[src/rtl/fb_pkg.sv]
// rtl/fb_pkg.sv - shared types and constants for the frame-buffer access arbiter
//
// Purpose: owner-state enum, frame geometry, starvation limit and the
// write-entry layout used by fb_access_arbiter and its testbench.
// Ports: none (package).
package fb_pkg;

  localparam int FB_DEPTH   = 90000;  // 300x300 pixels
  localparam int FB_ADDR_W  = 18;
  localparam int FB_DATA_W  = 8;
  localparam int STARVE_LIM = 1024;

  typedef enum logic [1:0] {
    ST_IDLE  = 2'd0,
    ST_READ  = 2'd1,
    ST_WRITE = 2'd2
  } owner_e;

  typedef struct packed {
    logic [FB_ADDR_W-1:0] addr;
    logic [FB_DATA_W-1:0] data;
  } wr_entry_t;

endpackage

[src/rtl/fb_wr_fifo.sv]
// rtl/fb_wr_fifo.sv - small synchronous write FIFO with registered flags
//
// Purpose: buffers pixel writes until the SRAM port is free of display reads.
// DEPTH must be a power of two (pointers wrap naturally).
// Ports:
//   clk, reset      pixel clock, asynchronous active-low reset (empties FIFO)
//   push, push_data enqueue one entry (caller guarantees !full)
//   pop             dequeue the head (caller guarantees !empty)
//   head            current oldest entry, read straight from storage flops
//   full, empty     registered occupancy flags
module fb_wr_fifo #(
  parameter int WIDTH = 26,
  parameter int DEPTH = 4
) (
  input  logic             clk,
  input  logic             reset,
  input  logic             push,
  input  logic [WIDTH-1:0] push_data,
  input  logic             pop,
  output logic [WIDTH-1:0] head,
  output logic             full,
  output logic             empty
);

  localparam int PTR_W = $clog2(DEPTH);
  localparam int CNT_W = PTR_W + 1;
  localparam logic [CNT_W-1:0] CNT_FULL = CNT_W'(DEPTH);

  logic [WIDTH-1:0] mem_q [DEPTH];
  logic [WIDTH-1:0] mem_d [DEPTH];
  logic [PTR_W-1:0] wr_ptr_q, wr_ptr_d;
  logic [PTR_W-1:0] rd_ptr_q, rd_ptr_d;
  logic [CNT_W-1:0] count_q, count_d;
  logic             full_q, full_d;
  logic             empty_q, empty_d;

  always_comb begin
    mem_d    = mem_q;
    wr_ptr_d = wr_ptr_q;
    rd_ptr_d = rd_ptr_q;
    count_d  = count_q;
    if (push) begin
      mem_d[wr_ptr_q] = push_data;
      wr_ptr_d        = wr_ptr_q + 1'b1;
    end
    if (pop) begin
      rd_ptr_d = rd_ptr_q + 1'b1;
    end
    case ({push, pop})
      2'b10:   count_d = count_q + 1'b1;
      2'b01:   count_d = count_q - 1'b1;
      default: count_d = count_q;
    endcase
    // Flags come from the next count so they are plain flops; a pop frees
    // space one edge later, never combinationally.
    full_d  = (count_d == CNT_FULL);
    empty_d = (count_d == '0);
  end

  always_ff @(posedge clk or negedge reset) begin
    if (!reset) begin
      for (int i = 0; i < DEPTH; i++) begin
        mem_q[i] <= '0;
      end
      wr_ptr_q <= '0;
      rd_ptr_q <= '0;
      count_q  <= '0;
      full_q   <= 1'b0;
      empty_q  <= 1'b1;
    end else begin
      mem_q    <= mem_d;
      wr_ptr_q <= wr_ptr_d;
      rd_ptr_q <= rd_ptr_d;
      count_q  <= count_d;
      full_q   <= full_d;
      empty_q  <= empty_d;
    end
  end

  assign head  = mem_q[rd_ptr_q];
  assign full  = full_q;
  assign empty = empty_q;

endmodule

[src/rtl/fb_access_arbiter.sv]
// rtl/fb_access_arbiter.sv - single-port frame SRAM arbiter, display reads first
//
// Purpose: shares one SRAM port between display scan-out (strict priority,
// fixed 2-cycle latency) and a buffered pixel write client.
// Optional feature macro: FB_ARB_STATS_EN (drop counter and starvation flag).
// Ports:
//   clk, reset                      pixel clock, asynchronous active-low reset
//   disp_req, disp_addr             display read request / address
//   disp_valid, disp_data           read return, two edges after the request
//   wr_valid, wr_ready, wr_addr,    write offer handshake; out-of-range
//   wr_data                         addresses are accepted and dropped
//   mem_addr, mem_we, mem_wdata     registered SRAM controls
//   mem_rdata                       SRAM read data (one cycle after address)
//   drop_cnt                        saturating count of dropped writes
//   starve                          sticky write-starvation flag
module fb_access_arbiter
  import fb_pkg::*;
#(
  parameter int ADDR_W     = FB_ADDR_W,
  parameter int DATA_W     = FB_DATA_W,
  parameter int DEPTH      = FB_DEPTH,
  parameter int FIFO_DEPTH = 4
) (
  input  logic              clk,
  input  logic              reset,
  input  logic              disp_req,
  input  logic [ADDR_W-1:0] disp_addr,
  output logic              disp_valid,
  output logic [DATA_W-1:0] disp_data,
  input  logic              wr_valid,
  output logic              wr_ready,
  input  logic [ADDR_W-1:0] wr_addr,
  input  logic [DATA_W-1:0] wr_data,
  output logic [ADDR_W-1:0] mem_addr,
  output logic              mem_we,
  output logic [DATA_W-1:0] mem_wdata,
  input  logic [DATA_W-1:0] mem_rdata,
  output logic [15:0]       drop_cnt,
  output logic              starve
);

  localparam int ENT_W = ADDR_W + DATA_W;
  localparam logic [ADDR_W-1:0] DEPTH_LIM = ADDR_W'(DEPTH);

  owner_e            state_q, state_d;
  logic [ADDR_W-1:0] mem_addr_q, mem_addr_d;
  logic              mem_we_q, mem_we_d;
  logic [DATA_W-1:0] mem_wdata_q, mem_wdata_d;
  logic              rd_pend_q, rd_pend_d;
  logic              disp_valid_q, disp_valid_d;
  logic [DATA_W-1:0] disp_data_q, disp_data_d;

  logic              wr_hs;
  logic              wr_in_range;
  logic              fifo_push;
  logic              fifo_pop;
  logic              fifo_full;
  logic              fifo_empty;
  logic [ENT_W-1:0]  fifo_head;

  assign wr_hs       = wr_valid && wr_ready;
  assign wr_in_range = (wr_addr < DEPTH_LIM);
  assign fifo_push   = wr_hs && wr_in_range;
  assign wr_ready    = !fifo_full;

  fb_wr_fifo #(
    .WIDTH (ENT_W),
    .DEPTH (FIFO_DEPTH)
  ) u_wr_fifo (
    .clk       (clk),
    .reset     (reset),
    .push      (fifo_push),
    .push_data ({wr_addr, wr_data}),
    .pop       (fifo_pop),
    .head      (fifo_head),
    .full      (fifo_full),
    .empty     (fifo_empty)
  );

  // The SRAM controls are registered from the next owner, so the access
  // decided at an edge is presented on the port right after that edge.
  always_comb begin
    state_d = ST_IDLE;
    if (disp_req) begin
      state_d = ST_READ;
    end else if (!fifo_empty) begin
      state_d = ST_WRITE;
    end

    mem_addr_d  = mem_addr_q;
    mem_we_d    = 1'b0;
    mem_wdata_d = mem_wdata_q;
    fifo_pop    = 1'b0;
    case (state_d)
      ST_READ: begin
        mem_addr_d = disp_addr;
      end
      ST_WRITE: begin
        mem_addr_d  = fifo_head[ENT_W-1:DATA_W];
        mem_wdata_d = fifo_head[DATA_W-1:0];
        mem_we_d    = 1'b1;
        fifo_pop    = 1'b1;
      end
      default: begin
        mem_addr_d = mem_addr_q;
      end
    endcase

    // state_q == ST_READ: address is on the port, RAM samples it this cycle;
    // its data is captured on the following edge.
    rd_pend_d    = (state_q == ST_READ);
    disp_valid_d = rd_pend_q;
    disp_data_d  = rd_pend_q ? mem_rdata : disp_data_q;
  end

  always_ff @(posedge clk or negedge reset) begin
    if (!reset) begin
      state_q      <= ST_IDLE;
      mem_addr_q   <= '0;
      mem_we_q     <= 1'b0;
      mem_wdata_q  <= '0;
      rd_pend_q    <= 1'b0;
      disp_valid_q <= 1'b0;
      disp_data_q  <= '0;
    end else begin
      state_q      <= state_d;
      mem_addr_q   <= mem_addr_d;
      mem_we_q     <= mem_we_d;
      mem_wdata_q  <= mem_wdata_d;
      rd_pend_q    <= rd_pend_d;
      disp_valid_q <= disp_valid_d;
      disp_data_q  <= disp_data_d;
    end
  end

  assign mem_addr   = mem_addr_q;
  assign mem_we     = mem_we_q;
  assign mem_wdata  = mem_wdata_q;
  assign disp_valid = disp_valid_q;
  assign disp_data  = disp_data_q;

`ifdef FB_ARB_STATS_EN
  localparam int SC_W = $clog2(STARVE_LIM) + 1;
  localparam logic [SC_W-1:0] SC_LIM = SC_W'(STARVE_LIM);

  logic [15:0]     drop_cnt_q, drop_cnt_d;
  logic [SC_W-1:0] starve_cnt_q, starve_cnt_d;
  logic            starve_q, starve_d;
  logic            starve_cond;

  always_comb begin
    drop_cnt_d = drop_cnt_q;
    if (wr_hs && !wr_in_range && (drop_cnt_q != 16'hFFFF)) begin
      drop_cnt_d = drop_cnt_q + 16'd1;
    end

    // Any cycle that is not "full and display owns the port" breaks the
    // run, which includes every ST_WRITE cycle.
    starve_cond  = fifo_full && (state_q == ST_READ);
    starve_cnt_d = '0;
    if (starve_cond) begin
      starve_cnt_d = (starve_cnt_q == SC_LIM) ? SC_LIM : starve_cnt_q + 1'b1;
    end
    starve_d = starve_q || (starve_cnt_d == SC_LIM);
  end

  always_ff @(posedge clk or negedge reset) begin
    if (!reset) begin
      drop_cnt_q   <= '0;
      starve_cnt_q <= '0;
      starve_q     <= 1'b0;
    end else begin
      drop_cnt_q   <= drop_cnt_d;
      starve_cnt_q <= starve_cnt_d;
      starve_q     <= starve_d;
    end
  end

  assign drop_cnt = drop_cnt_q;
  assign starve   = starve_q;
`else
  assign drop_cnt = '0;
  assign starve   = 1'b0;
`endif

endmodule

[config.mk]
export PLATFORM = sky130hd
export DESIGN_NAME = fb_access_arbiter
export DESIGN_NICKNAME = d
export VERILOG_FILES = /design/src/rtl/fb_pkg.sv /design/src/rtl/fb_wr_fifo.sv /design/src/rtl/fb_access_arbiter.sv
export SDC_FILE = /design/constraint.sdc
export NUM_CORES = 1
export LEC_CHECK = 0
export ABC_AREA = 0
export BUFFER_PORTS_ARGS = -buffer_cell sky130_fd_sc_hd__buf_2
export CAP_MARGIN = 30
export CORE_MARGIN = 2
export CORE_UTILIZATION = 50
export DETAILED_ROUTE_END_ITERATION = 6
export GPL_TIMING_DRIVEN = 0
export PLACE_DENSITY_LB_ADDON = 0.12
export REMOVE_ABC_BUFFERS = 1
export SYNTH_ARGS = -nofsm -noshare
export SYNTH_HDL_FRONTEND = slang
export SYNTH_SLANG_ARGS = --single-unit
[constraint.sdc]
create_clock -name clk -period 3.15 [get_ports clk]
set_input_delay 0.63 -clock clk [delete_from_list [all_inputs] [get_ports clk]]
set_output_delay 0.63 -clock clk [all_outputs]
set_load 0.005 [all_outputs]
==> key figures <==
Final layout
  • FILL cells: ~1000
  • ANT cells: 0
  • Nets: 624
  • Area Overhead vs Synth: 20.04%
  • Share of cells above drive strength 1: between 40% and 50%
  • Finished Cell Area: 0.008100 mm2

Global routing
  • First-pass GRT wire length: around 25 mm
  • Global route total overflow: 0
  • GR Util All Layers: between 20% and 30%
  • Largest net degree at the start of global routing: 88
  • Antenna violations before repair: 0
  • Number of global-route vias before repair: 4529

Critical path
  • Worst EP required: between 3000 and 4000 ps
  • Worst-path maximum fanout: 6
  • Crit path kind: in2reg
  • Crit path launch type: input pin
  • Critical path arrival: 3380 ps
  • Worst Setup End Kind: register
  • Internal reg-to-reg setup slack: 320 ps

Die
  • Std-Cell Rows: between 40 and 50
  • Starting Density: roughly half
  • Die Area: 0.01444 mm2
  • Die Wd: between 100 and 150 um
  • I/O pins: 110
  • Total core area: approximately 0.013 mm2
  • Die H: about 120 um

Status
  • Status: finished, final reports clean

Power and ir drop
  • Reg power frac: about two fifths
  • Sw Pwr: roughly 2.5 mW
  • Comb pwr share: approximately a third
  • VDD IR max: between 0.4 and 0.5 mV
  • Internal: ~5.7 mW
  • Sw Share: about 31%
  • Pwr Density: between 1000 and 1500 mW/mm2
  • Clk network pwr share: approximately a quarter
  • Leakage power: around 3.8 nW

Logic synthesis
  • Top cell type by total area after synthesis: dfrtp_1
  • Area contributors post-synth: dfrtp_1, mux4_2, a22o_1
  • Seq/Total Area, Yosys: ~56%
  • EDFF count, synth: 0
  • Top FF cell, synth: dfrtp_1
  • Syn_area_per_cell: 14.21 um2
  • Synth unique cells: 38
  • YS warnings: 0
  • FF+latch count, synth: between 150 and 200
  • Post-synth top area share: 55.63%
  • Count leader, synth: dfrtp_1
  • Post-synth ARST share: 100.0%
  • Synthesized area: 0.006748 mm2
  • Cells after Synth: between 400 and 500
  • Commonest cells post-synth: dfrtp_1, a22o_1, a22o_2, mux4_2, clkbuf_1

STA
  • Relative slew margins: about 44%
  • Setup TNS: 0 ps
  • Worst slew pin tran: roughly 840 ps
  • RSZ-0062 raised after global routing: no
  • FMAX: about 0.33 GHz
  • Final Hold Slack: about 200 ps
  • Final setup fails: 0
  • Crit share post-route: a little over nine tenths
  • Clk_skew: approximately 6.6 ps
  • Fin crit period: slightly above 3000 ps
  • Hold Vio Cnt, Final: 0
  • Final Slew Violations: 0

Clock tree
  • CTS tree: built
  • Worst skew pair latency: ~420 ps
  • CTS Buffer Depth: 2
  • Clock Sinks: ~150
  • Clock-pin slew on the worst setup and hold paths: approximately 60 ps
  • H-tree lvl count: 4
  • Number of buffers created by CTS: 17
  • CTS root buf: clkbuf_16
  • Hold-fix buffer count after cts: 0

Routing
  • Post-DR wirelength/cell: around 21 um
  • Iteration-0 DRC count of the detailed router: about 270
  • DR pass1 iterations: 4
  • Antenna Nets Post-Route: 0
  • Avg Vias per Cell: ~5.8
  • # DRC: 0
  • Via count: about 4400
  • Drt total wl: 15.73 mm

Placed design
  • Routability cong.: approximately 0.73
  • Placed Area: around 0.0074 mm2
  • IO Port Bufs: 92
  • Detail Placement HPWL: between 9 and 10 mm

Hold path
  • Type of the most critical hold path: in2async

Run
  • Max-cap violations: 0
## critical path: stages
cell and delay (ps):
buf_2 140, and4bb_2 360, or4b_4 530, buf_16 160
and2_2 210, inv_1 60, ha_2 180, inv_1 50
fa_1 370, xor2_1 150, nor2_1 130, xor2_1 210
nor2b_2 190
## power groups by stage
stage	clock, mW	sequential (mW)	combinational (mW)
2_1_floorplan	0	3.29	1.79
3_5_place_dp	0	3.39	2.80
4_1_cts	2.10	3.37	2.83
6_report	2.08	3.38	2.80
3_3_place_gp	0	3.43	2.41
5_1_grt	2.20	3.49	3.02
## stage by stage
stage	power, mW	util (%)	setup slack (ps)	cells
3_3_place_gp	5.842	54.29	-940.9	701
2_1_floorplan	5.078	-	-163.8	433
3_5_place_dp	6.188	56.16	-698.0	711
4_1_cts	8.298	60.84	8.713	744
5_1_grt	8.711	61.41	4.727	751
6_report	8.253	61.41	112.0	751
## layout by cell type, fill, tap and decap left out, types with 2 or more instances in the layout
cell | netlist | routed
a22o_1 | 61 | 61
a22o_2 | 35 | 35
a32o_1 | 4 | 4
and2_1 | 5 | 5
and3_2 | 3 | 3
and3_4 | 20 | 20
buf_16 | 0 | 7
buf_2 | 13 | 91
buf_4 | 17 | 7
buf_6 | 1 | 2
bufinv_16 | 0 | 3
clkbuf_16 | 0 | 18
clkbuf_8 | 0 | 2
clkinv_2 | 0 | 5
clkinvlp_4 | 0 | 4
conb_1 | 1 | 17
dfrtp_1 | 150 | 149
ha_1 | 5 | 4
inv_1 | 7 | 7
mux2_2 | 16 | 16
mux2i_1 | 19 | 19
mux4_2 | 26 | 26
nand2_1 | 20 | 20
nand3_2 | 4 | 4
nor2_1 | 3 | 3
o21ai_0 | 18 | 18
xnor2_1 | 3 | 3
xor2_1 | 3 | 3
## cell families after synthesis
family | count (synthesis) | share of synthesized area, %
AO/OA/AOI/OAI | 121 | 15.35
buffers and inverters | 65 | 5.248
adder cells (fa/ha/maj) | 6 | 1.224
AND/OR/NAND/NOR | 63 | 6.935
XOR/XNOR | 6 | 0.7789
multiplexers | 62 | 14.39
flip-flops | 151 | 56.02
other | 1 | 0.05557
## metal layers
metal / global-route usage [%] / part of all wire, % / vias to the layer above / wire length, um
met4: 7.647 / 1.0 / 0 / 161
met5: 0 / 0 / - / 0
li1: - / - / 1934 / -
met3: 4.057 / 5.8 / 14 / 915
met1: 32.62 / 45 / 2258 / 7016
met2: 35.90 / 49 / 169 / 7636
## area by class of cell
| type | instances | area (um2) | area share [%] |
|---|---|---|---|
| clock buffers | 19 | 452.9 | 5.592 |
| clock inverters | 13 | 153.9 | 1.900 |
| inverters | 7 | 26.28 | 0.3244 |
| multi-input cells | 275 | 2683 | 33.12 |
| flip-flops and latches | 151 | 3781 | 46.68 |
| well taps | 176 | 220.2 | 2.719 |
| repair buffers | 110 | 783.3 | 9.669 |
## worst paths after layout
path | endpoint | cells after the start | start
max | u_wr_fifo.full | 13 | wr_addr[15]
max reg2reg | u_wr_fifo.full | 10 | u_wr_fifo.full
min in group clk | mem_addr[8] | 3 | disp_addr[8]
max in group asynchronous | u_wr_fifo.rd_ptr_q[0] | 2 | reset
min | mem_addr[17] | 1 | reset
min reg2reg | disp_valid_d | 1 | mem_we
## sequential cells by signal (all words and copies together) (netlist names), 2 cells and up
signal,flops
u_wr_fifo.wr_ptr_q,2
mem_addr,18
u_wr_fifo.rd_ptr_q,2
mem_wdata,8
disp_data,8
u_wr_fifo.mem_q,104
u_wr_fifo.count_q,3
## what timing repair did
item | CTS | global route
gates cloned | 0 | 1
gates resized for setup | 1 | 3
pin swaps | 0 | 3
endpoints found under the setup margin | 3 | 1
setup buffers | 1 | 6
No activity file was read; power rests on OpenSTA's default activity.
